--- config.mk ---
export PLATFORM = sky130hd
export DESIGN_NAME = phy_rx
export DESIGN_NICKNAME = d
export VERILOG_FILES = /design/src/rtl/phy_rx.sv
export SDC_FILE = /design/constraint.sdc
export NUM_CORES = 1
export LEC_CHECK = 0
export ABC_AREA = 0
export ABC_CLOCK_PERIOD_IN_PS = 2000
export CAP_MARGIN = 25
export CELL_PAD_IN_SITES_DETAIL_PLACEMENT = 0
export CELL_PAD_IN_SITES_GLOBAL_PLACEMENT = 1
export CORE_ASPECT_RATIO = 1.75
export CORE_MARGIN = 10
export CORE_UTILIZATION = 43
export DETAILED_ROUTE_END_ITERATION = 8
export GPL_ROUTABILITY_DRIVEN = 0
export PLACE_DENSITY_LB_ADDON = 0.1
export SYNTH_ARGS = -nofsm -noshare
export SYNTH_HDL_FRONTEND = slang
export SYNTH_SLANG_ARGS = --single-unit
--- constraint.sdc ---
create_clock -name clk_32f -period 2 [get_ports clk_32f]
set_input_delay 0.4 -clock clk_32f [delete_from_list [all_inputs] [get_ports clk_32f]]
set_output_delay 0.4 -clock clk_32f [all_outputs]
set_load 0.02 [all_outputs]
--- src/rtl/phy_rx.sv ---
// Two-lane serial receiver. Each lane finds byte alignment from a run of
// COM control bytes, then strips COM/IDL filler and buffers data bytes in a
// small deskew FIFO. Once both lanes are aligned, two bytes are taken from
// each FIFO at a time and interleaved into one 32-bit word.
module phy_rx #(
   parameter logic [7:0] COM         = 8'hBC,
   parameter logic [7:0] IDL         = 8'h7C,
   parameter int         ALIGN_COUNT = 4,
   parameter int         FIFO_DEPTH  = 4
) (
   input  logic        clk_32f,
   input  logic        reset,
   input  logic        data_in_0,
   input  logic        data_in_1,
   output logic [31:0] data_out,
   output logic        valid_out,
   output logic        active_out,
   output logic        error_out
);

   localparam int PW = (FIFO_DEPTH > 1) ? $clog2(FIFO_DEPTH) : 1;
   localparam int CW = $clog2(FIFO_DEPTH + 1);
   localparam int AW = $clog2(ALIGN_COUNT + 1);

   typedef enum logic [1:0] {SEARCH, SYNC, ALIGNED} state_t;

   state_t          state     [2];
   state_t          state_nxt [2];
   // Last seven received bits; together with the incoming bit they form the byte.
   logic [6:0]      sr        [2];
   logic [2:0]      bcnt      [2];
   logic [2:0]      bcnt_nxt  [2];
   logic [AW-1:0]   ccnt      [2];
   logic [AW-1:0]   ccnt_nxt  [2];
   logic            din       [2];
   logic [7:0]      rx_byte   [2];
   logic            push      [2];
   logic            push_ok   [2];
   logic            drop      [2];

   logic [7:0]      mem  [2][FIFO_DEPTH];
   logic [PW-1:0]   wptr [2];
   logic [PW-1:0]   rptr [2];
   logic [CW-1:0]   cnt  [2];
   logic            pop;

   // Circular pointer advance for a FIFO whose depth need not be a power of two.
   function automatic logic [PW-1:0] ptr_add(input logic [PW-1:0] p, input int n);
      int s;
      s = int'(p) + n;
      if (s >= FIFO_DEPTH) s = s - FIFO_DEPTH;
      return PW'(s);
   endfunction

   // Per-lane alignment FSM next state, byte assembly and push decision.
   always_comb begin
      din[0] = data_in_0;
      din[1] = data_in_1;
      pop = active_out && (cnt[0] >= CW'(2)) && (cnt[1] >= CW'(2));
      for (int l = 0; l < 2; l++) begin
         rx_byte[l]   = {sr[l], din[l]};
         state_nxt[l] = state[l];
         bcnt_nxt[l]  = bcnt[l] + 3'd1;
         ccnt_nxt[l]  = ccnt[l];
         push[l]      = 1'b0;
         case (state[l])
            SEARCH: begin
               bcnt_nxt[l] = 3'd0;
               if (rx_byte[l] == COM) begin
                  ccnt_nxt[l]  = AW'(1);
                  state_nxt[l] = SYNC;
               end
            end
            SYNC: begin
               if (bcnt[l] == 3'd7) begin
                  if (rx_byte[l] == COM) begin
                     ccnt_nxt[l] = ccnt[l] + AW'(1);
                     if (ccnt[l] + AW'(1) == AW'(ALIGN_COUNT)) state_nxt[l] = ALIGNED;
                  end else begin
                     ccnt_nxt[l]  = '0;
                     state_nxt[l] = SEARCH;
                  end
               end
            end
            ALIGNED: begin
               if (bcnt[l] == 3'd7 && rx_byte[l] != COM && rx_byte[l] != IDL) push[l] = 1'b1;
            end
            default: state_nxt[l] = SEARCH;
         endcase
         // A full FIFO still accepts a byte when a pop frees room on the same edge.
         drop[l]    = push[l] && (cnt[l] == CW'(FIFO_DEPTH)) && !pop;
         push_ok[l] = push[l] && !drop[l];
      end
   end

   // Lane FSM state, shift registers and counters.
   always_ff @(posedge clk_32f) begin
      for (int l = 0; l < 2; l++) begin
         if (reset) begin
            state[l] <= SEARCH;
            sr[l]    <= '0;
            bcnt[l]  <= '0;
            ccnt[l]  <= '0;
         end else begin
            state[l] <= state_nxt[l];
            sr[l]    <= rx_byte[l][6:0];
            bcnt[l]  <= bcnt_nxt[l];
            ccnt[l]  <= ccnt_nxt[l];
         end
      end
   end

   // Deskew FIFOs: single-byte push, double-byte pop, sticky overflow flag.
   always_ff @(posedge clk_32f) begin
      if (reset) begin
         error_out <= 1'b0;
         for (int l = 0; l < 2; l++) begin
            wptr[l] <= '0;
            rptr[l] <= '0;
            cnt[l]  <= '0;
         end
      end else begin
         for (int l = 0; l < 2; l++) begin
            if (push_ok[l]) begin
               mem[l][wptr[l]] <= rx_byte[l];
               wptr[l]         <= ptr_add(wptr[l], 1);
            end
            if (drop[l]) error_out <= 1'b1;
            if (pop) rptr[l] <= ptr_add(rptr[l], 2);
            case ({push_ok[l], pop})
               2'b10:   cnt[l] <= cnt[l] + CW'(1);
               2'b01:   cnt[l] <= cnt[l] - CW'(2);
               2'b11:   cnt[l] <= cnt[l] - CW'(1);
               default: cnt[l] <= cnt[l];
            endcase
         end
      end
   end

   // Output word assembly, emission strobe and link-active status.
   always_ff @(posedge clk_32f) begin
      if (reset) begin
         data_out   <= '0;
         valid_out  <= 1'b0;
         active_out <= 1'b0;
      end else begin
         active_out <= (state[0] == ALIGNED) && (state[1] == ALIGNED);
         valid_out  <= pop;
         if (pop) begin
            data_out <= {mem[0][rptr[0]], mem[1][rptr[1]],
                         mem[0][ptr_add(rptr[0], 1)], mem[1][ptr_add(rptr[1], 1)]};
         end
      end
   end

endmodule

# Word-level counts from Yosys, hierarchy flattened
# Memories as Yosys holds them, arrays and structs flattened.
# Index checks and enable logic that the tools add are counted.
dict set report classes {
  n_addsub 22
  order_cmp 16
  n_eq_ne 22
  muxes 118
  bitwise_logic 26
  reduce_logical 23
}
# op count
set op_table {}
lappend op_table {{2-to-1 mux 8 bit} 10}
lappend op_table {{binary-select mux 8 bit (select 2 bit)} 4}
lappend op_table {{2-to-1 mux 2 bit} 32}
lappend op_table {{2-to-1 mux 32 bit} 2}
lappend op_table {{2-to-1 mux 3 bit} 20}
lappend op_table {{2-to-1 mux 1 bit} 42}
lappend op_table {{greater-or-equal comparator 3 bit (second input constant)} 12}
lappend op_table {{demux 8 bit (select 2 bit)} 2}
lappend op_table {{bitwise OR 1 bit} 20}
lappend op_table {{adder 3 x 1 -> 3 bit (second input constant)} 6}
lappend op_table {{equality test 3 bit (second input constant)} 6}
lappend op_table {{NOT 2 -> 3 bit} 6}
lappend op_table {{equality test 8 bit (second input constant)} 2}
lappend op_table {{!= test 8 x 7 -> 1 bit (second input constant)} 2}
lappend op_table {{!= test 8 bit (second input constant)} 2}
lappend op_table {{logical AND 1 bit} 15}
lappend op_table {{2-to-1 mux 7 bit} 2}
lappend op_table {{adder 2 x 1 -> 3 bit (second input constant)} 4}
lappend op_table {{equality test 2 bit (second input constant)} 6}
lappend op_table {{one-hot mux 2 bit (3 select lines)} 2}
lappend op_table {{one-hot mux 3 bit (2 select lines)} 2}
lappend op_table {{subtractor 2 x 1 -> 2 bit (second input constant)} 6}
lappend op_table {{equality test 2 x 1 -> 1 bit (second input constant)} 4}
lappend op_table {{adder 2 x 2 -> 3 bit (second input constant)} 2}
lappend op_table {{other kinds (8)} 16}
dict set report totals {
  regBits 35
  ram_bits 108
  inputBits 4
  output_inout_bits 35
  wordCells 239
  memories 8
}
# name words width rd rd_clocked_by_memory_dff wr line
set memory_table {}
lappend memory_table {mem 2 32 2 0 2 41} ;# logic [7:0] mem [2][FIFO_DEPTH];
lappend memory_table {sr 2 7 2 0 2 30} ;# logic [6:0] sr [2];
lappend memory_table {bcnt 2 3 2 0 2 31} ;# logic [2:0] bcnt [2];
lappend memory_table {ccnt 2 3 2 0 2 33} ;# logic [AW-1:0] ccnt [2];
lappend memory_table {cnt 2 3 2 0 2 44} ;# logic [CW-1:0] cnt [2];
lappend memory_table {rptr 2 2 2 0 2 43} ;# logic [PW-1:0] rptr [2];
lappend memory_table {{2 more memories} n/a n/a n/a n/a n/a n/a}

# Depth between registers and ports, before layout
# Gate-level depths: netlist (run 1).
# An unclocked memory read counts as a cell.
dict set report depth {
  word_depth 18
  depth_mapped 8
  depth_no_buf 7
}

# Worst setup path after synthesis (run 1)
# Ideal clock, no wire load.
dict set report synth_timing {
  path_kind {register to register}
  from {memory cnt[1][0] (netlist bit)}
  to {memory mem[0][0] (netlist bit), enable pin}
  setup_time_ps 332
  arrival_ps 1691
  required_ps 1668
  slack_ps -23
  path_stages_with_launch 7
  path_buffers 0
  synth_period_minus_slack_ps 2023
  cell_sequence {edfxtp_1 inv_1 ha_1 nor2b_1 o21ai_2 a2111oi_4 and2_1}
}
# element line
set synth_rtl {}
lappend synth_rtl {{from (decl)} 44}
lappend synth_rtl {{to (decl)} 41}

==> run summary, run 1 <==
Status - complete, no violations
Antenna-violating nets left - 0
TritonCTS Buffers - 17
Setup WS post-layout - 51.80 ps
Die Wd - 106.9 µm
Htree depth - 4
Slew Viols, Final - 0
Die extent in y - 172.0 µm
Vias - 3488
Worst Hold Class - in -> reg
CTS tree - yes
# port buffers - 38
Core area - 0.01294 mm²
Final min period - 1948 ps
Worst-margin pin slew - 367.8 ps
Pre-CTS worst setup slack - -264.8 ps
Wire per inst - 15.09 µm
First-pass GRT wire length - 17740 µm
GRT Util Overall - 12.33%
Final worst-path cycle share - 97.41%
Layout cell share with drive strength beyond 1 - 20.82%
Dpl hpwl - 7678 µm
Setup violations, final - 0
Yosys warning total - 0
Worst VDD drop - 0.5469 mV
First drt pass iteration count - 4
Syn Std Cell Area - 0.005677 mm²
Worst Path Class, Setup - reg -> reg
Syn Nets - 464
Mapped Cells - 435
Seq cells post-synth - 141
Drt total wl - 10700 µm
Inserted Diodes - 0
Clock latency on the worst-skew pair - 410 ps
Max cap viols - 0
Clk buf depth - 2
Final hold slack - 378.5 ps
Post-synthesis sequential area ratio - 63.13%
Initial antenna violation count - 0
Rel. slew slack - 75.35%
CP startpoint kind - flip-flop
Post-Route Skew - 8.359 ps
Power density over the cells - 889.5 mW/mm²
Vias per inst - 4.920
DRC - 0
Vias in the first global route - 3577
F_max - 513.3 MHz
Leakage power - 2.648 nW
Post-Synthesis Mean Instance Area - 13.05 µm²
Row count - 55
Final hold viol count - 0
Worst EP required - 2110 ps
Nets@finish - 554
Crit end category - flip-flop
Root Driver - clkbuf_16
Iter 0 DRT Violations - 106
RSZ-0062 raised after global routing - true
CP arrival - 2060 ps
Initial Util - 43.88%
GRT overflow - 0
I/O Pins - 39
Synth unique cells - 50
Die area - 0.01838 mm²
# clock sinks - 141
Pin count of the biggest net entering global routing - 66
Largest fanout on the critical path - 8
Clock-pin slew on the worst setup and hold paths - 60 ps
Area Growth Syn to Fin - 28.61%
[cell type report]
type / count / area (µm²)
fill: 1123 / 5637
sequential: 141 / 3583
multi-input combinational: 257 / 2009
timing repair buffer: 91 / 814.5
clock buffer: 20 / 467.9
tap: 171 / 214.0
clock inverter: 12 / 147.6
inverter: 17 / 63.81
[cells in the final DEF (no fill, tap or decap), drive strengths merged, types with 2 or more instances in the layout]
master	n
o21ai	5
nor3	12
nand2b	4
nor2	50
nand4bb	2
o21bai	3
nor2b	19
nand2	3
a31oi	2
dfxtp	65
edfxtp	76
buf	54
nand3	4
nor4	3
bufinv	2
or2	3
a21oi	6
a32oi	2
and2	14
nand3b	4
xor2	5
clkinv	4
clkbuf	20
and2b	3
a221oi	2
clkdlybuf4s50	37
o311ai	2
xnor2	2
inv	23
ha	25
a22oi	3
a211oi	35
mux2i	33
[flip-flops by register name, summed over array words and instances, names as in the netlist]
name,cells
mem,64
active_out,1
ccnt,6
data_out,32
sr,14
state,4
error_out,1
wptr,4
bcnt,6
rptr,2
cnt,6
valid_out,1
[stage by stage]
stage | power, W | cells | TNS, ps | instance area (µm²) | util [%]
floorplan | 0.003245 | 435 | 0 | 5682 | -
global placement | 0.003332 | 673 | -17730 | 6588 | 50.92
detailed placement | 0.003333 | 673 | -18700 | 6588 | 50.92
CTS | 0.006576 | 706 | 0 | 7247 | 56.02
global route | 0.006722 | 709 | -293.4 | 7301 | 56.43
finish | 0.006494 | 709 | 0 | 7301 | 56.43
[per-layer routing]
metal | up-vias | part of all wire (%) | routed length (µm) | track usage (%)
met1 | 1652 | 41 | 4436 | 13.36
met5 | - | 0 | 0 | 0
met3 | 13 | 4.1 | 443 | 3.690
met2 | 58 | 53 | 5651 | 21.60
met4 | 0 | 1.6 | 168 | 5.441
li1 | 1765 | - | - | -
[cells by family (layout without fill, tap and decap cells)]
logic type | Yosys count | count (layout) | synth area share, %
flip-flops | 141 | 141 | 63.13
buffers and inverters | 37 | 140 | 2.711
XOR/XNOR | 7 | 7 | 1.080
adder cells (fa/ha/maj) | 25 | 25 | 5.510
AND/OR/NAND/NOR | 127 | 127 | 13.09
AO/OA/AOI/OAI | 65 | 65 | 8.662
multiplexers | 33 | 33 | 5.819
[path summary, 6_finish.rpt]
kind | start | to | slack, ps | cells after the start
max | cnt[0][2] | mem[0][10] | 50 | 7
min | reset | error_out | 380 | 2
max reg2reg | cnt[0][2] | mem[0][10] | 50 | 7
min reg2reg | bcnt[1][0] | bcnt[1][0] | 430 | 1
[worst max-delay path, stage by stage, from the launching register on]
cell and delay [ps]:
edfxtp_1 350, inv_1 70, ha_4 150, and2b_2 260, o21ai_4 80, a2111oi_4 330, buf_4 190, and2_4 210
[power breakdown]
group | internal (W) | switching (W)
Sequential | 0.00306 | 0.0000171
Clock | 0.00198 | 0.00123
Combinational | 0.000100 | 0.000115
[timing repair]
item	4_1_cts	5_1_grt
gates resized for setup	14	6
hold buffers	0	0
buffers inserted	2	3
pin swaps	4	5
setup endpoints to repair	63	74
[synthesized netlist by cell type (all sizes together)]
master	count	area [µm²]
inv	17	63.81
and2	14	87.58
edfxtp	76	2282
nor3	12	76.33
nor2	50	192.7
nand3	4	20.02
nand4bb	2	38.79
and2b	3	25.02
o21a	1	7.510
ha	25	312.8
nor4	3	48.80
o21ai	5	28.77
nand2	3	11.26
a31o	1	8.760
or2	3	18.77
o211ai	1	7.510
clkbuf	10	37.54
nand4	1	6.260
o311ai	2	17.52
and3	1	6.260
a2111oi	1	27.53
and3b	1	8.760
mux2i	33	330.3
and4	1	11.26
xor2	5	43.79
a22oi	3	22.52
nand2b	4	25.02
a311oi	1	8.760
nor3b	1	7.510
dfxtp	65	1301
o21bai	3	22.52
a211oi	35	262.8
a32oi	2	17.52
a21oi	6	30.03
and4b	1	10.01
buf	10	52.55
a31oi	2	12.51
nand3b	4	30.03
a221oi	2	17.52
xnor2	2	17.52
nor2b	19	118.9
Power figures use the tool's default switching activity.
==> run 2, diff against run 1 <==
--- a/config.mk
+++ b/config.mk
@@ -9,3 +9,3 @@
 export ABC_CLOCK_PERIOD_IN_PS = 2000
-export CAP_MARGIN = 25
+export CAP_MARGIN = 20
 export CELL_PAD_IN_SITES_DETAIL_PLACEMENT = 0
--- a/constraint.sdc
+++ b/constraint.sdc
@@ -3,2 +3,2 @@
 set_output_delay 0.4 -clock clk_32f [all_outputs]
-set_load 0.02 [all_outputs]
+set_load 0.05 [all_outputs]
==> run 2 against run 1 <==
  * The run now ends with setup timing left
  * Non-clock buffer count unchanged
  * Global-route usage increased by 0.10 points
  * Utilization up 0.33 points
  * Combinational power shrank 2%
  * Cell count stayed put
  * Wire length is 0.53% higher
  * Flip-flop and latch count unchanged
  * Power shrank 1.1%
  * Clock skew is 3.9 ps higher
  * First-iteration DRC count up 10%
  * Critical endpoint is now mem[0][2]
  * Largest cell class unchanged
==> run summary, run 2 (synthesis gave the netlist of run 1 again) <==
Vias - 3502 (was 3488)
Clock power share - 48.9% (was 49.3%)
Slew Viols, Final - 0 (unchanged)
Dpl cells - 673 (unchanged)
Crit end category - flip-flop (unchanged)
Nets@finish - 554 (unchanged)
Vias in the first global route - 3614 (was 3577)
Clock-pin slew on the worst setup and hold paths - 60 ps (about the same)
GRT overflow - 0 (unchanged)
Final min period - 2002 ps (was 1948 ps)
Die extent in y - 172.0 µm (unchanged)
Setup violations, final - 6 (was 0)
Vias per inst - 4.939 (was 4.920)
Initial Util - 43.88% (unchanged)
Total power - 0.006424 W (was 0.006494 W)
Inserted Diodes - 0 (unchanged)
Post-route cell area - 0.007343 mm² (was 0.007301 mm²)
Antenna-violating nets left - 0 (unchanged)
CP Capture Point - mem[0][2] (was mem[0][10])
Htree depth - 4 (unchanged)
Crit-path max cell delay - 480 ps (was 350 ps)
CP arrival - 2120 ps (was 2060 ps)
RSZ-0062 raised after global routing - true (unchanged)
Worst Hold Class - in -> reg (unchanged)
Rel. slew slack - 64.45% (was 75.35%)
Row count - 55 (unchanged)
Pin count of the biggest net entering global routing - 66 (unchanged)
Crit path cell chain - inv_1, ha_4, and2b_2, o21ai_4, a2111oi_4, and2_4 (was inv_1, ha_4, and2b_2, o21ai_4, a2111oi_4, buf_4, and2_4)
Worst path depth - 6 (was 7)
Setup slack, reg-to-reg - -2 ps (was 50 ps)
Max reg flops - 64 (unchanged)
Post-Route Skew - 12.27 ps (was 8.359 ps)
GRT Util Overall - 12.43% (was 12.33%)
Setup WS post-layout - -1.666 ps (was 51.80 ps)
Clk buf depth - 2 (unchanged)
First drt pass iteration count - 4 (unchanged)
# port buffers - 38 (unchanged)
Max cap viols - 0 (unchanged)
Critical-path top delay cell - a2111oi_4 (was edfxtp_1)
Placed Area - 0.006589 mm² (was 0.006588 mm²)
Status - complete, but fails checks (was complete, no violations)
Worst reg2reg path depth - 6 (was 7)
RR Startpoint - cnt[0][2] (unchanged)
WP buf/inv - 1 (was 2)
Comb pwr share - 3.3% (about the same)
Initial antenna violation count - 0 (unchanged)
Root Driver - clkbuf_16 (unchanged)
Drt total wl - 10760 µm (was 10700 µm)
Pre-CTS worst setup slack - -261.4 ps (was -264.8 ps)
Wire per inst - 15.17 µm (was 15.09 µm)
Power density over the cells - 874.9 mW/mm² (was 889.5 mW/mm²)
Post-Layout Cell Count - 709 (unchanged)
TritonCTS Buffers - 17 (unchanged)
Worst-margin pin slew - 532.3 ps (was 367.8 ps)
Worst EP required - 2110 ps (about the same)
CP startpoint kind - flip-flop (unchanged)
Die area - 0.01838 mm² (unchanged)
Filler Cells Inserted - 1132 (was 1123)
F_max - 499.6 MHz (was 513.3 MHz)
Register share of total power - 47.8% (was 47.3%)
Die Wd - 106.9 µm (unchanged)
Leading cell type in the layout, fill and taps excluded - edfxtp_1 (unchanged)
CTS tree - yes (unchanged)
Crit path launch - cnt[0][2] (unchanged)
Dpl hpwl - 7647 µm (was 7678 µm)
Switching Share - 21.50% (was 20.92%)
Largest fanout on the critical path - 8 (unchanged)
Clock latency on the worst-skew pair - 410 ps (about the same)
Net Sw Power - 0.001381 W (was 0.001358 W)
I/O Pins - 39 (unchanged)
Leakage power - 2.970 nW (was 2.648 nW)
DRC - 0 (unchanged)
Worst VDD drop - 0.5317 mV (was 0.5469 mV)
First-pass GRT wire length - 18000 µm (was 17740 µm)
Worst Path Class, Setup - reg -> reg (unchanged)
Iter 0 DRT Violations - 117 (was 106)
Area Growth Syn to Fin - 29.36% (was 28.61%)
Worst Hold Launch - reset (unchanged)
Core area - 0.01294 mm² (unchanged)
Failing checks - setup timing
Most frequent cells in the layout - 76 x edfxtp_1, 64 x dfxtp_1, 48 x nor2_1 (was 76 x edfxtp_1, 65 x dfxtp_1, 49 x buf_4)
Cell family with the largest share of critical-path delay - compound AO/OA/AOI/OAI gates (was simple AND/OR/NAND/NOR gates)
P_int - 0.005043 W (was 0.005135 W)
FF-to-FF End - mem[0][2] (was mem[0][10])
Final worst-path cycle share - 100.1% (was 97.41%)
# clock sinks - 141 (unchanged)
Final hold viol count - 0 (unchanged)
Layout cell share with drive strength beyond 1 - 21.19% (was 20.82%)
Final hold slack - 336.4 ps (was 378.5 ps)
run 2: area by class of cell:
| type | count | area [µm²] | area share, % |
|---|---|---|---|
| clock inverters | 12 | 122.6 | 1.670 |
| multi-input cells | 257 | 2014 | 27.43 |
| repair buffers | 91 | 864.6 | 11.77 |
| clock buffers | 20 | 479.2 | 6.526 |
| flip-flops and latches | 141 | 3585 | 48.82 |
| inverters | 17 | 63.81 | 0.8690 |
| well taps | 171 | 214.0 | 2.914 |
run 2: worst min path at each step:
stage / endpoint / cells after the start
3_5_place_dp: bcnt[1][0] / 1
5_1_grt: error_out / 2
6_report: error_out / 2
3_3_place_gp: bcnt[1][0] / 1
4_1_cts: error_out / 2
2_1_floorplan: bcnt[0][0] / 1
run 2: power by group through the flow:
stage / Clock (W) / Sequential (W) / Combinational (W)
CTS: 0.00322 / 0.00307 / 0.000200
detailed placement: 0 / 0.00314 / 0.000196
finish: 0.00314 / 0.00307 / 0.000211
floorplan: 0 / 0.00314 / 0.000109
global placement: 0 / 0.00313 / 0.000194
global route: 0.00334 / 0.00307 / 0.000233
run 2: repair_timing:
action                     CTS  global route
buffers inserted             4             1
hold buffers                 0             0
setup endpoints to repair   64            88
pin swaps                    3             7
resized for setup           13            28
run 2: per-stage QoR:
step           util (%)  TNS, ps
3_5_place_dp      50.93   -17890
5_1_grt           56.76    -2257
2_1_floorplan         -        0
6_report          56.76   -8.714
3_3_place_gp      50.93   -16920
4_1_cts           56.01   -58.84
run 2: layer usage:
| layer | vias up | routed length (µm) | part of all wire [%] | track usage, % |
|---|---|---|---|---|
| met5 | - | 0 | 0 | 0 |
| met4 | 0 | 195 | 1.8 | 5.322 |
| met3 | 14 | 407 | 3.8 | 3.951 |
| met2 | 57 | 5472 | 51 | 21.41 |
| met1 | 1655 | 4680 | 44 | 13.71 |
| li1 | 1776 | - | - | - |
==> run 3, diff against run 2 <==
Settings changed: CTS_CLUSTER_DIAMETER set to 80, RECOVER_POWER set to 100.
==> run 3 against run 2 <==
  * The run still ends with setup timing left
  * Critical path depth stayed put
  * Combinational power is 4% lower
  * Die area stayed put
  * Sequential share of layout area is 0.43 points higher
  * Design area is 0.87% lower
  * Power is 0.12% lower
  * Hold slack hardly changed
  * Worst setup slack worse by 1.1 ps
  * Register-to-register slack hardly changed
  * Cell count stayed put
  * Critical endpoint is now mem[0][1]
  * Largest cell class unchanged
==> run summary, run 3 (synthesis gave the netlist of run 1 again) <==
Register share of total power - 47.9% (was 47.8%)
CTS tree - yes (unchanged)
Worst VDD drop - 0.5285 mV (was 0.5317 mV)
Vias in the first global route - 3614 (unchanged)
TritonCTS Buffers - 17 (unchanged)
Pin count of the biggest net entering global routing - 66 (unchanged)
Area of the multi-input gates - 0.002014 mm² (unchanged)
Post-Route Skew - 12.79 ps (was 12.27 ps)
Die area - 0.01838 mm² (unchanged)
Worst Hold Class - in -> reg (unchanged)
Status - complete, but fails checks (unchanged)
I/O Pins - 39 (unchanged)
GRT overflow - 0 (unchanged)
Crit end category - flip-flop (unchanged)
Hold Buf Count CTS - 0 (unchanged)
Vias - 3503 (was 3502)
RSZ-0062 raised after global routing - true (unchanged)
Setup WS post-layout - -2.804 ps (was -1.666 ps)
Initial antenna violation count - 0 (unchanged)
Net Sw Power - 0.001381 W (about the same)
# clock sinks - 141 (unchanged)
Seq. cell area - 0.003585 mm² (unchanged)
RR Startpoint - cnt[0][2] (unchanged)
Final TNS setup - -16.45 ps (was -8.714 ps)
Leakage power - 2.897 nW (was 2.970 nW)
Row count - 55 (unchanged)
Clock-pin slew on the worst setup and hold paths - 60 ps (about the same)
Final worst-path cycle share - 100.1% (about the same)
Comb pwr share - 3.2% (was 3.3%)
Post-Layout Cell Count - 709 (unchanged)
Area Growth Syn to Fin - 28.23% (was 29.36%)
F_max - 499.3 MHz (was 499.6 MHz)
Crit path launch - cnt[0][2] (unchanged)
Switching Share - 21.52% (was 21.50%)
Clock power share - 48.9% (about the same)
Power density over the cells - 881.5 mW/mm² (was 874.9 mW/mm²)
Root Driver - clkbuf_16 (unchanged)
Leading cell type in the layout, fill and taps excluded - edfxtp_1 (unchanged)
Final hold viol count - 0 (unchanged)
Wire per inst - 15.20 µm (was 15.17 µm)
DRC - 0 (unchanged)
Layout cell share with drive strength beyond 1 - 18.03% (was 21.19%)
Iter 0 DRT Violations - 104 (was 117)
Nets@finish - 554 (unchanged)
Initial Util - 43.88% (unchanged)
Drt total wl - 10780 µm (was 10760 µm)
CP startpoint kind - flip-flop (unchanged)
Rel. slew slack - 45.76% (was 64.45%)
Most frequent cells in the layout - 76 x edfxtp_1, 64 x dfxtp_1, 48 x nor2_1 (unchanged)
Worst Hold Launch - reset (unchanged)
Die extent in y - 172.0 µm (unchanged)
Clock latency on the worst-skew pair - 410 ps (about the same)
Worst EP required - 2110 ps (about the same)
Placed Area - 0.006589 mm² (unchanged)
First drt pass iteration count - 4 (unchanged)
Core area - 0.01294 mm² (unchanged)
Setup violations, final - 7 (was 6)
Failing checks - setup timing (unchanged)
GRT Util Overall - 12.43% (unchanged)
Post-route cell area - 0.007279 mm² (was 0.007343 mm²)
Clk buf depth - 2 (unchanged)
CP arrival - 2120 ps (about the same)
Worst-margin pin slew - 813.6 ps (was 532.3 ps)
Filler Cells Inserted - 1151 (was 1132)
Dpl cells - 673 (unchanged)
Final min period - 2003 ps (was 2002 ps)
Slew Viols, Final - 0 (unchanged)
Inserted Diodes - 0 (unchanged)
First-pass GRT wire length - 18000 µm (unchanged)
Htree depth - 4 (unchanged)
Largest fanout on the critical path - 8 (unchanged)
Antenna-violating nets left - 0 (unchanged)
Final hold slack - 336.7 ps (was 336.4 ps)
Max cap viols - 0 (unchanged)
Worst Path Class, Setup - reg -> reg (unchanged)
Vias per inst - 4.941 (was 4.939)
Die Wd - 106.9 µm (unchanged)
Dpl hpwl - 7647 µm (unchanged)
# port buffers - 38 (unchanged)
Max reg flops - 64 (unchanged)
Total power - 0.006417 W (was 0.006424 W)
P_int - 0.005036 W (was 0.005043 W)
run 3: cell count changes in the layout (fill, tap and decap cells not counted):
cell             change
clkbuf_1            +17
clkdlybuf4s50_1      -2
dlygate4sd3_1        +2
and2_1               -4
and2_0               +4
buf_4               -17
run 3: layer usage:
layer / up-vias / global-route usage [%] / routed length, µm / share of wire (%)
met5: - / 0 / 0 / 0
met4: 0 / 5.322 / 168 / 1.6
met2: 49 / 21.41 / 5510 / 51
li1: 1780 / - / - / -
met1: 1663 / 13.71 / 4708 / 44
met3: 11 / 3.951 / 389 / 3.6
run 3: worst max-delay path, cell delays in order, from the launching register on:
cell and delay [ps]:
edfxtp_1 350, inv_1 80, ha_4 150, and2b_2 270
o21ai_4 90, a2111oi_4 480, and2_4 290
run 3: final timing paths:
path / end / slack (ps) / cells after the start
setup / recovery: mem[0][1] / -3 / 6
hold reg to reg: bcnt[0][0] / 430 / 1
hold / removal: error_out / 340 / 2
setup reg to reg: mem[0][1] / -3 / 6
run 3: layout make-up:
class	instances	share of cell area, %
clock buffer	20	6.583
clock inverter	12	1.684
inverter	17	0.8766
multi-input combinational	257	27.67
sequential	141	49.24
tap	171	2.939
timing repair buffer	91	11.00
run 3: metrics by stage:
stage          utilization (%)  setup slack [ps]
4_1_cts                  56.01            -9.066
5_1_grt                  56.27            -77.22
2_1_floorplan                -             48.70
6_report                 56.27            -2.804
3_3_place_gp             50.93            -247.3
3_5_place_dp             50.93            -261.4
run 3: what timing repair did:
item / CTS / global route
endpoints found under the setup margin: 64 / 88
gates resized for setup: 13 / 28
pin swaps: 3 / 7
buffers inserted: 4 / 1
run 3: power groups by stage:
stage	Sequential, W	Combinational [W]	Clock [W]
floorplan	0.00314	0.000109	0
global placement	0.00313	0.000194	0
detailed placement	0.00314	0.000196	0
CTS	0.00307	0.000200	0.00322
global route	0.00307	0.000225	0.00334
finish	0.00307	0.000203	0.00314
==> patch 1: new RTL, config.mk and constraints of run 3 <==
Set the parameter `ALIGN_COUNT` to 2 (it was 4).
--- a/src/rtl/phy_rx.sv
+++ b/src/rtl/phy_rx.sv
@@ -6,5 +6,5 @@
    parameter logic [7:0] COM         = 8'hBC,
    parameter logic [7:0] IDL         = 8'h7C,
-   parameter int         ALIGN_COUNT = 4,
+   parameter int         ALIGN_COUNT = 2,
    parameter int         FIFO_DEPTH  = 4
 ) (
Function: no difference found for any inputs over 10 cycles, from zero or initial values and one cycle with reset high; that may be too few to reach the edited logic, so the function may still have changed.
==> patch 1 against run 3 <==
Fmax is 2.8% higher; final area fell by 2.6%; sequential share of layout area is 0.76 points higher; sequential cell count is 2 lower; via count fell by 4.2%; total power decreased by 5.4%; synthesized cell count down 1.1%; wire length down 4.0%; clock power is 9.6% lower; area after synthesis shrank 0.88%; setup slack gained 0.054 ns; register-to-register slack improved by 0.06 ns.
==> patch 1: results (changes against run 3) <==
outcome finished, final reports clean (was finished, violations left); Num CTS Buffers 17 (unchanged); maximum clock path buffer count 2 (unchanged); pin count of the biggest net entering global routing 45 (was 66); layout filler cell count 1123 (was 1151); vias in the first global route 3465 (was 3614); LEAKAGE 2.78 nW (was 2.90 nW); Syn Nets 458 (was 464); synth top area cells edfxtp_1 (41%), dfxtp_1 (22%), mux2i_1 (6.0%) (was edfxtp_1 (40%), dfxtp_1 (23%), mux2i_1 (5.8%)); initial antenna violation count 0 (unchanged); Post-Place Setup Slack -0.371 ns (was -0.261 ns); Routed WL 10.3 mm (was 10.8 mm); Highest Signal Layer met4 (unchanged); met1 WL 4.30 mm (was 4.71 mm); crit path DAT 1.55 ns (was 2.12 ns); Max Cap Violations 0 (unchanged); synth unique cells 44 (was 50); max FFs per register 64 (unchanged); detailed-route via count 3355 (was 3503); DP Cell Count 655 (was 673); I/O Buffers 38 (unchanged); top cells by count, synth edfxtp_1 (76), dfxtp_1 (63), nor2_1 (48), mux2i_1 (34) (was edfxtp_1 (76), dfxtp_1 (65), nor2_1 (48), a211oi_1 (35), mux2i_1 (33)); vias per std cell 4.85 (was 4.94); Main synth FF type edfxtp_1 (unchanged); Gate Count Post-Synth 430 (was 435); critical path's slowest cell clkdlybuf4s50_1 (was a2111oi_4); nets 536 (was 554); Hold WC Path Type flip-flop to flip-flop (was input port to flip-flop); Clk pin slew, worst setup/hold paths 0.06 ns (about the same); Synth top area share 40.6% (was 40.2%); register area share after synthesis 63.0% (was 63.1%); worst skew pair latency 0.41 ns (about the same); placed standard-cell area 6420 um2 (was 6590 um2); antenna viol nets, final 0 (unchanged); Antenna diodes 0 (unchanged); Total GRT Usage 12.1% (was 12.4%); critical path peak fanout 2 (was 8); Worst slew margin 64.7% (was 45.8%); Max IR drop VDD 0.000550 V (was 0.000528 V); Post-synth EDFFs 76 (unchanged); WL met2 5.50 mm (was 5.51 mm); Crit path largest cell delay 0.81 ns (was 0.48 ns); Ys Warns 0 (unchanged); iteration-0 DRC count of the detailed router 70 (was 104); hpwl dp 7.47 mm (was 7.65 mm); root buf cell clkbuf_16 (unchanged); wire length on met3 395 um (was 389 um); clock skew 0.0112 ns (was 0.0128 ns); Crit path max-delay family buffers and inverters (was compound AO/OA/AOI/OAI gates); drt first pass iters 4 (unchanged); first-pass GRT wire length 17.3 mm (was 18.0 mm); layout cells sized above 1 20.5% (was 18.0%)
[patch 1: cell types whose count changed after synthesis, sizes merged, moves of 4 or more]
cell	delta
nor3	-5
nor2b	+5
nand2	+10
nand3	-4
a21oi	+4
nand2b	+6
[patch 1: cells by family (layout without fill, tap and decap cells)]
group / after synthesis / count (layout) / synth area share (%)
AOI/OAI and AO/OA: 63 / 63 / 9.90
adders and majority gates: 24 / 24 / 5.34
and+or+nand+nor: 126 / 126 / 11.9
DFF: 139 / 139 / 63.0
muxes: 34 / 34 / 6.05
buffers and inverters: 39 / 130 / 3.11
xor gates and xnor gates: 5 / 5 / 0.778
[patch 1: report_power, final]
| part | switching (mW) | total (mW) | internal (mW) |
|---|---|---|---|
| Sequential | 0.0182 | 3.04 | 3.02 |
| Combinational | 0.116 | 0.202 | 0.0861 |
| Clock | 1.13 | 2.84 | 1.71 |
| Total | 1.26 | 6.07 | 4.81 |
[patch 1: worst paths after layout]
kind	from	end	slack [ns]	cells after the start
hold reg to reg	bcnt[0][0]$_SDFF_PP0_	bcnt[0][0]$_SDFF_PP0_	0.43	1
hold / removal	bcnt[0][0]$_SDFF_PP0_	bcnt[0][0]$_SDFF_PP0_	0.43	1
setup reg to reg	cnt[0][1]$_SDFFCE_PN0P_	mem[0][22]$_DFFE_PP_	0.06	8
setup / recovery	data_out[3]$_SDFFE_PP0P_	data_out[3]	0.05	1
[patch 1: final cells by class]
| type | count | area, um2 | area share, % |
|---|---|---|---|
| multi-input cells | 252 | 1990 | 28.1 |
| inverters | 18 | 67.6 | 0.953 |
| clock inverters | 11 | 100 | 1.41 |
| well taps | 171 | 214 | 3.02 |
| flip-flops and latches | 139 | 3540 | 50.0 |
| clock buffers | 21 | 440 | 6.21 |
| repair buffers | 80 | 729 | 10.3 |
[patch 1: what timing repair did]
action                     in CTS  in global routing
gates resized for setup        15                 29
buffers inserted                0                  6
pin swaps                       1                  9
gates cloned                    0                  0
setup endpoints to repair      80                116
[patch 1: routing by layer]
metal	GRT usage, %	vias up
met5	0	-
met4	5.14	0
met3	3.82	11
met2	21.9	54
met1	12.6	1589
li1	-	1701
==> patch 2: new RTL, flow settings as in run 3 <==
Made on the original files. Register the output `data_out` once more; this adds one clock of latency there. The other outputs are not delayed to match.
--- a/src/rtl/phy_rx.sv
+++ b/src/rtl/phy_rx.sv
@@ -24,4 +24,6 @@
 
    typedef enum logic [1:0] {SEARCH, SYNC, ALIGNED} state_t;
+
+   logic [31:0] data_s0;
 
    state_t          state     [2];
@@ -141,5 +143,5 @@
    always_ff @(posedge clk_32f) begin
       if (reset) begin
-         data_out   <= '0;
+         data_s0    <= '0;
          valid_out  <= 1'b0;
          active_out <= 1'b0;
@@ -148,5 +150,5 @@
          valid_out  <= pop;
          if (pop) begin
-            data_out <= {mem[0][rptr[0]], mem[1][rptr[1]],
+            data_s0 <= {mem[0][rptr[0]], mem[1][rptr[1]],
                          mem[0][ptr_add(rptr[0], 1)], mem[1][ptr_add(rptr[1], 1)]};
          end
@@ -154,4 +156,8 @@
    end
 
+   always_ff @(posedge clk_32f) begin
+      data_out <= data_s0;
+   end
+
 endmodule
 
Formal check against the unedited RTL: no difference found for any inputs over 10 cycles, from zero or initial values and one cycle with reset high; that may be too few to reach the edited logic, so the function may still have changed.
==> patch 2 against run 3 <==
First-iteration DRC count down 13%; setup slack better by 0.067 ns; total power up 8.5%; area after synthesis up 13%; wire length up 7.5%; non-clock buffer count down 13; final area up 7.5%; sequential cell count up 32; largest power group is now registers.
==> patch 2: results (changes against run 3) <==
R2R depth 8 (was 6); nets 586 (was 554); Hold WC Path Type flip-flop to flip-flop (was input port to flip-flop); grt met3 use 3.53% (was 3.95%); Final Non-Filler Cells 753 (was 709); Hold Path Origin data_s0[26]$_SDFFE_PP0P_ (was reset); hpwl dp 8.11 mm (was 7.65 mm); vias in the first global route 3765 (was 3614); Layout area overhead 22.3% (was 28.2%); Crit path largest cell delay 0.80 ns (was 0.48 ns); Total GRT Usage 11.6% (was 12.4%); power in the clock group 3.07 mW (was 3.14 mW); Worst R2R Setup Slack 0.09 ns (was -0.003 ns); placed standard-cell area 7210 um2 (was 6590 um2); Post-Synth Adder-Cell Area 4.89% (was 5.51%); wire length on met3 523 um (was 389 um); synth unique cells 56 (was 50); Synth Area in XOR/XNOR 0.821% (was 1.08%); iteration-0 DRC count of the detailed router 91 (was 104); critical path's slowest cell clkdlybuf4s50_1 (was a2111oi_4); layout filler cell count 1284 (was 1151); met1 Track Usage GR 13.1% (was 13.7%); post-DR wirelength/cell 15.4 um (was 15.2 um); Logic power comb 0.181 mW (was 0.203 mW); Max IR drop VDD 0.000485 V (was 0.000528 V); outcome finished, final reports clean (was finished, violations left); P_seq 3.71 mW (was 3.07 mW); Reg2Reg Launch Point cnt[1][1]$_DFFE_PP_ (was cnt[0][2]$_SDFFCE_PN0P_); clock skew 0.0113 ns (was 0.0128 ns); met1 WL 4.89 mm (was 4.71 mm); LEAKAGE 2.87 nW (was 2.90 nW); Compound-Gate Fraction of Synth Area 9.56% (was 8.66%); crit path DAT 1.54 ns (was 2.12 ns); synth top area cells edfxtp_1 (36%), dfxtp_1 (30%), mux2i_1 (5.3%) (was edfxtp_1 (40%), dfxtp_1 (23%), mux2i_1 (5.8%)); Internal Pwr Total 5.47 mW (was 5.04 mW); Crit path max-delay family buffers and inverters (was compound AO/OA/AOI/OAI gates); Post-Place Setup Slack -0.209 ns (was -0.261 ns); critical path peak fanout 1 (was 8); detailed-route via count 3759 (was 3503); top cells by count, synth dfxtp_1 (97), edfxtp_1 (76), nor2_1 (46), a211oi_1 (38), mux2i_1 (34) (was edfxtp_1 (76), dfxtp_1 (65), nor2_1 (48), a211oi_1 (35), mux2i_1 (33))
patch 2: cell types whose count changed after synthesis, moves of 4 or more:
cell      before  now
buf_2          9   13
buf_1          0    5
clkbuf_1      10    3
o21ai_0        3    7
nand4_1        1    5
dfxtp_1       65   97
a21oi_1        6   13
and2_1        14    8
nand2_1        3   10
patch 2: timing repair:
action	4_1_cts	5_1_grt
pin swaps	0	5
gates resized for setup	2	12
setup endpoints to repair	2	83
gates cloned	0	1
buffers inserted	0	3
patch 2: kinds of logic after synthesis:
family,after synthesis
flops,173
simple gates,121
compound gates,81
buf+inv,40
mux,35
fa+ha+maj,25
xor+xnor,6
patch 2: cell type report:
type,instances,area share [%]
clock buffer,20,5.87
sequential,173,54.0
inverter,19,0.911
timing repair buffer,78,8.95
multi-input combinational,268,26.1
clock inverter,12,1.26
tap,183,2.92
